$ cat config.mk
export PLATFORM = sky130hd
export DESIGN_NAME = user_gpio_bank_flat
export DESIGN_NICKNAME = d
export VERILOG_FILES = /design/src/rtl/user_gpio_bank_if.sv /design/src/rtl/user_gpio_bank.sv /design/src/flat_wrapper.sv
export SDC_FILE = /design/constraint.sdc
export NUM_CORES = 1
export LEC_CHECK = 0
export BUFFER_PORTS_ARGS = -buffer_cell sky130_fd_sc_hd__buf_2
export CORE_UTILIZATION = 40
export DETAILED_ROUTE_END_ITERATION = 7
export GPL_ROUTABILITY_DRIVEN = 0
export HOLD_SLACK_MARGIN = 0.05
export PLACE_DENSITY_LB_ADDON = 0.25
export REMOVE_ABC_BUFFERS = 1
export SLEW_MARGIN = 10
export SYNTH_ARGS = -nofsm -noshare
export SYNTH_HDL_FRONTEND = slang
export SYNTH_SLANG_ARGS = --single-unit
$ cat constraint.sdc
create_clock -name wb_clk_i -period 1.97 [get_ports wb_clk_i]
set_input_delay 0.197 -clock wb_clk_i [delete_from_list [all_inputs] [get_ports wb_clk_i]]
set_output_delay 0.197 -clock wb_clk_i [all_outputs]
set_load 0.03 [all_outputs]
$ cat src/rtl/user_gpio_bank_if.sv
// user_gpio_bank_if: Wishbone classic slave bus bundle for the GPIO bank
interface user_gpio_bank_if;
  logic        wbs_cyc_i;
  logic        wbs_stb_i;
  logic        wbs_we_i;
  logic [3:0]  wbs_sel_i;
  logic [31:0] wbs_adr_i;
  logic [31:0] wbs_dat_i;
  logic        wbs_ack_o;
  logic [31:0] wbs_dat_o;
  modport master (
    output wbs_cyc_i, wbs_stb_i, wbs_we_i, wbs_sel_i, wbs_adr_i, wbs_dat_i,
    input  wbs_ack_o, wbs_dat_o
  );
  modport slave (
    input  wbs_cyc_i, wbs_stb_i, wbs_we_i, wbs_sel_i, wbs_adr_i, wbs_dat_i,
    output wbs_ack_o, wbs_dat_o
  );
endinterface

$ cat src/rtl/user_gpio_bank.sv
// user_gpio_bank: Wishbone GPIO bank with out/oeb registers, synchronised inputs and edge IRQs
module user_gpio_bank #(
  parameter int                NPADS     = 16,
  parameter logic [31:0]       BASE_ADDR = 32'h3000_0000,
  parameter logic [NPADS-1:0]  OEB_RESET = '1
) (
  input  logic               wb_clk_i,
  input  logic               wb_rst_ni,
  user_gpio_bank_if.slave    wb,
  input  logic [NPADS-1:0]   io_in,
  output logic [NPADS-1:0]   io_out,
  output logic [NPADS-1:0]   io_oeb,
  output logic               irq
);
  logic [NPADS-1:0] out_q, out_d, oeb_q, oeb_d, rise_q, rise_d, fall_q, fall_d, st_q, st_d;
  logic [NPADS-1:0] s1_q, s2_q, s3_q, ev, wm, wd, rsel;
  logic [31:0] bm, dat_q;
  logic [2:0] off;
  logic ack_q, hit, req, wr, unused_bits;
  assign bm = {{8{wb.wbs_sel_i[3]}}, {8{wb.wbs_sel_i[2]}}, {8{wb.wbs_sel_i[1]}}, {8{wb.wbs_sel_i[0]}}};
  assign wm = bm[NPADS-1:0];
  assign wd = wb.wbs_dat_i[NPADS-1:0] & wm;
  assign off = wb.wbs_adr_i[4:2];
  assign hit = wb.wbs_adr_i[31:5] == BASE_ADDR[31:5];
  assign req = wb.wbs_cyc_i & wb.wbs_stb_i & hit & ~ack_q;
  assign wr = req & wb.wbs_we_i;
  assign unused_bits = ^{bm, wb.wbs_dat_i, wb.wbs_adr_i[1:0]};
  always_comb begin
    out_d = !wr ? out_q :
            off == 3'd0 ? (out_q & ~wm) | wd :
            off == 3'd6 ? out_q | wd :
            off == 3'd7 ? out_q & ~wd : out_q;
    oeb_d = wr && off == 3'd1 ? (oeb_q & ~wm) | wd : oeb_q;
    rise_d = wr && off == 3'd3 ? (rise_q & ~wm) | wd : rise_q;
    fall_d = wr && off == 3'd4 ? (fall_q & ~wm) | wd : fall_q;
    ev = (s2_q & ~s3_q & rise_q) | (~s2_q & s3_q & fall_q);
    // a new event wins over a same-cycle write-1-to-clear
    st_d = (wr && off == 3'd5 ? st_q & ~wd : st_q) | ev;
    case (off)
      3'd0: rsel = out_q;
      3'd1: rsel = oeb_q;
      3'd2: rsel = s2_q;
      3'd3: rsel = rise_q;
      3'd4: rsel = fall_q;
      3'd5: rsel = st_q;
      default: rsel = '0;
    endcase
  end
  always_ff @(posedge wb_clk_i) begin
    if (!wb_rst_ni) begin
      out_q  <= '0;
      oeb_q  <= OEB_RESET;
      rise_q <= '0;
      fall_q <= '0;
      st_q   <= '0;
      s1_q   <= '0;
      s2_q   <= '0;
      s3_q   <= '0;
      ack_q  <= 1'b0;
      dat_q  <= '0;
    end else begin
      out_q  <= out_d;
      oeb_q  <= oeb_d;
      rise_q <= rise_d;
      fall_q <= fall_d;
      st_q   <= st_d;
      s1_q   <= io_in;
      s2_q   <= s1_q;
      s3_q   <= s2_q;
      ack_q  <= req;
      dat_q  <= req && !wb.wbs_we_i ? 32'(rsel) : '0;
    end
  end
  assign wb.wbs_ack_o = ack_q;
  assign wb.wbs_dat_o = dat_q;
  assign io_out = out_q;
  assign io_oeb = oeb_q;
  assign irq = |st_q;
endmodule

$ cat src/flat_wrapper.sv
// flat-port wrapper written by rule: the top's interface ports become plain ports
module user_gpio_bank_flat 
#(
  parameter int                NPADS     = 16,
  parameter logic [31:0]       BASE_ADDR = 32'h3000_0000,
  parameter logic [NPADS-1:0]  OEB_RESET = '1
)
  (wb_clk_i, wb_rst_ni, io_in, io_out, io_oeb, irq, wb_wbs_cyc_i, wb_wbs_stb_i, wb_wbs_we_i, wb_wbs_sel_i, wb_wbs_adr_i, wb_wbs_dat_i, wb_wbs_ack_o, wb_wbs_dat_o);
  user_gpio_bank_if wb_i ();
  input  logic wb_clk_i;
  input  logic wb_rst_ni;
  input  logic [NPADS-1:0] io_in;
  output logic [NPADS-1:0] io_out;
  output logic [NPADS-1:0] io_oeb;
  output logic irq;
  input wire logic [$bits(wb_i.wbs_cyc_i)-1:0] wb_wbs_cyc_i;
  input wire logic [$bits(wb_i.wbs_stb_i)-1:0] wb_wbs_stb_i;
  input wire logic [$bits(wb_i.wbs_we_i)-1:0] wb_wbs_we_i;
  input wire logic [$bits(wb_i.wbs_sel_i)-1:0] wb_wbs_sel_i;
  input wire logic [$bits(wb_i.wbs_adr_i)-1:0] wb_wbs_adr_i;
  input wire logic [$bits(wb_i.wbs_dat_i)-1:0] wb_wbs_dat_i;
  output wire logic [$bits(wb_i.wbs_ack_o)-1:0] wb_wbs_ack_o;
  output wire logic [$bits(wb_i.wbs_dat_o)-1:0] wb_wbs_dat_o;
  assign wb_i.wbs_cyc_i = wb_wbs_cyc_i;
  assign wb_i.wbs_stb_i = wb_wbs_stb_i;
  assign wb_i.wbs_we_i = wb_wbs_we_i;
  assign wb_i.wbs_sel_i = wb_wbs_sel_i;
  assign wb_i.wbs_adr_i = wb_wbs_adr_i;
  assign wb_i.wbs_dat_i = wb_wbs_dat_i;
  assign wb_wbs_ack_o = wb_i.wbs_ack_o;
  assign wb_wbs_dat_o = wb_i.wbs_dat_o;
  user_gpio_bank #(.NPADS(NPADS), .BASE_ADDR(BASE_ADDR), .OEB_RESET(OEB_RESET)) u_core (.wb_clk_i(wb_clk_i), .wb_rst_ni(wb_rst_ni), .wb(wb_i), .io_in(io_in), .io_out(io_out), .io_oeb(io_oeb), .irq(irq));
endmodule
==> impl_metrics.csv <==
group,metric,value,unit
outcome,status,"finished with violations",
outcome,violations,"DRC",
floorplanning,die_x,126,µm
routing,first_iter_violations,456,
placement,hpwlAfterDp,11000,µm
routing,wirelength_met1,7100,µm
clock_tree,clockBufferDepth,2,
job,cap_violations,0,
synth,synth_top_area_share,47.6,%
routing,dr.pass1.iters,7,
placement,place_ws,-0.0232,ns
final_layout,final_nets,887,
min_path,hold_depth,3,
routing,routed.top_layer,"met4",
sta,grt_setup_unrepaired,"no",
setup_path,path_buf_inv,1,
final_layout,multiInputGateArea,2870,µm²
clock_tree,clkSlewWorstSetupHoldPaths,0.06,ns
sta,finalHoldViolCount,0,
floorplanning,rows,44,
synth,synth_area,6100,µm²
min_path,hp-class,"in -> reg",
sta,maxSlewHeadroom,63.9,%
setup_path,worst_setup_path_start_kind,"register",
routing,antenna_left,0,
floorplanning,io_pins,155,
placement,io_buffers,118,
synth,yosys_warnings,0,
synth,synth.distinct_cells,35,
routing,wire_per_inst,16.7,µm
routing,vias,5459,
power,power_leakage,2.95,nW
routing,wl_met3,1350,µm
clock_tree,h-tree-depth,4,
setup_path,cp_num_cells,3,
final_layout,seq_area,2900,µm²
grt,grt_first_pass_wirelength,26600,µm
synth,ys_top_cells_by_area,"dfxtp_1 (48%), mux2i_1 (7.9%), a22oi_1 (5.9%), and2_1 (4.9%), nand2_1 (4.9%)",
floorplanning,die_h,126,µm
synth,seq_area_frac_synth,47.6,%
setup_path,path_delay_family,"simple AND/OR/NAND/NOR gates",
clock_tree,clock_latency,0.42,ns
setup_path,path_cells,"nor4_1 -> nand4_1 -> buf_2",
final_layout,diodes,0,
sta,fin_crit_sh,92.2,%
setup_path,critPathCaptureType,"primary output",
final_layout,num-fill-cells,1338,
final_layout,syn_to_final_growth,26.1,%
setup_path,cp_slowest_stage_delay,0.45,ns
setup_path,criticalPathCategory,"reg -> out",
sta,timing.setup.tns,0,ns
floorplanning,core,14700,µm²
grt,grt.total_usage,21.6,%
floorplanning,die-area,15800,µm²
clock_tree,root_buffer,"clkbuf_16",
clock_tree,cts_buffers,17,
clock_tree,clock_sinks,145,
grt,grt_antenna_before_repair,1,
synth,synth.avg_cell_area,9.16,µm²
routing,drc_errors,14,
sta,setup_slack,0.155,ns
setup_path,cp_slowest_cell,"nor4_1",
grt,grt-ovfl-total,0,
routing,vias_per_cell,5.49,
grt,grt_max_degree,161,
setup_path,crit_required,1.77,ns
sta,report.final.slew_viol_count,0,
sta,max_freq,0.551,GHz
grt,grt_pass1_vias,5303,
synth,ys_seq_elements,145,
setup_path,crit_path_max_fanout,3,
sta,fin_crit,1.82,ns
sta,setup_viol,0,
floorplanning,start_util,41.5,%
setup_path,r2r_cells,7,
power,p_per_area,869,nW/µm²
synth,synth_top_area_cell,"dfxtp_1",
setup_path,critical_path_arrival,1.62,ns
setup_path,rrSetupSlack,0.26,ns
sta,clock-skew-final,0.00450,ns
sta,tightest_slew,0.542,ns
routing,met2WireLength,7890,µm
routing,finalWirelength,16600,µm
clock_tree,cts_tree,"yes",
final_layout,drive_gt1_share,22.4,%
power,vdd_ir_drop_max,0.615,mV
synth,synth_cells,666,
==> cell families (layout without fill, tap and decap cells) <==
logic type	Yosys count	after routing	share of synthesized area (%)
other	1	16	0.0615
flip-flops	145	145	47.6
AND/OR/NAND/NOR	246	246	22.9
XOR/XNOR	1	1	0.144
buffers and inverters	81	211	6.32
multiplexers	48	48	7.88
AO/OA/AOI/OAI	144	144	15.1
==> through the flow <==
step | utilization [%] | hold slack (ns) | total power [W] | std cells | cell area (µm²)
after floorplan | - | 0.319 | 0.00321 | 616 | 5830
after global placement | 46.9 | 0.401 | 0.00340 | 945 | 6900
after detailed placement | 46.9 | 0.407 | 0.00342 | 945 | 6900
after CTS | 52.3 | 0.0571 | 0.00675 | 994 | 7690
after global routing | 52.4 | 0.0670 | 0.00695 | 995 | 7700
final | 52.4 | 0.0708 | 0.00669 | 995 | 7700
==> cells in the final DEF (no fill, tap or decap), types with 16 or more instances in the layout <==
cell type and instances:
a31oi_1 16, nor2b_1 33, nand2_1 80, inv_1 16, o21ai_0 44, dfxtp_1 145
buf_2 117, a21oi_1 16, a22oi_1 48, nor4_1 22, dlygate4sd3_1 17, buf_4 26
nand3b_1 18, clkbuf_16 17, and2_1 48, mux2i_1 48, conb_1 16, nor2_1 16
==> tightest hold or removal path: stages <==
cell     delay (ns)
buf_2          0.13
inv_1          0.05
o21ai_1        0.06
==> synthesized netlist by cell type <==
| cell | number |
|---|---|
| buf_2 | 11 |
| buf_1 | 2 |
| a21oi_1 | 16 |
| o21ai_1 | 4 |
| and3b_1 | 3 |
| nand3b_1 | 18 |
| nor4_2 | 3 |
| nor3b_2 | 3 |
| xor2_1 | 1 |
| nor2_1 | 16 |
| conb_1 | 1 |
| nand4_1 | 4 |
| nor4bb_1 | 3 |
| and4b_1 | 2 |
| and2_0 | 1 |
| and4_1 | 1 |
| buf_4 | 16 |
| a22oi_1 | 48 |
| nor4b_1 | 1 |
| inv_1 | 16 |
| o21ai_0 | 44 |
| nor3_1 | 1 |
| a31oi_1 | 16 |
| nor3b_1 | 6 |
| and2_1 | 48 |
| dfxtp_1 | 145 |
| clkbuf_1 | 35 |
| nor2b_1 | 33 |
| or3b_1 | 1 |
| o311ai_1 | 3 |
| buf_6 | 1 |
| mux2i_1 | 48 |
| nor4_1 | 22 |
| o311ai_0 | 13 |
| nand2_1 | 80 |
==> metal layers <==
layer,GRT usage [%],vias up
met5,0,-
met4,9.97,0
met3,5.35,28
met2,35.4,231
met1,26.6,2602
li1,-,2598
==> report_power, final <==
group          internal, W  switching [W]  total (W)
sequential         0.00297      0.0000192    0.00299
clock              0.00213        0.00118    0.00331
combinational     0.000158       0.000232   0.000390
total              0.00526        0.00143    0.00669
==> path summary, 6_finish.rpt <==
path	from	to
worst max-delay path	u_core.st_q[12]$_SDFF_PN0_	irq
worst min-delay path	wb_wbs_dat_i[1]	register
worst max register to register	u_core.wb.wbs_ack_o$_SDFF_PN0_	register
worst min register to register	u_core.s1_q[6]$_SDFF_PN0_	u_core.s2_q[6]$_SDFF_PN0_
==> final cells by class <==
cell class / count / share of cell area, %
clock buffers: 24 / 6.39
clock inverters: 8 / 1.64
inverters: 16 / 0.780
multi-input cells: 455 / 37.3
flip-flops and latches: 145 / 37.7
well taps: 184 / 2.99
repair buffers: 163 / 13.1
==> repair_timing <==
item / 4_1_cts / 5_1_grt
hold buffers: 17 / 0
setup endpoints to repair: 0 / 2
buffers inserted: 0 / 1
endpoints found under the hold margin: 17 / 0
resized for setup: 0 / 0
Note: power is estimated with default switching activity, not from simulation.
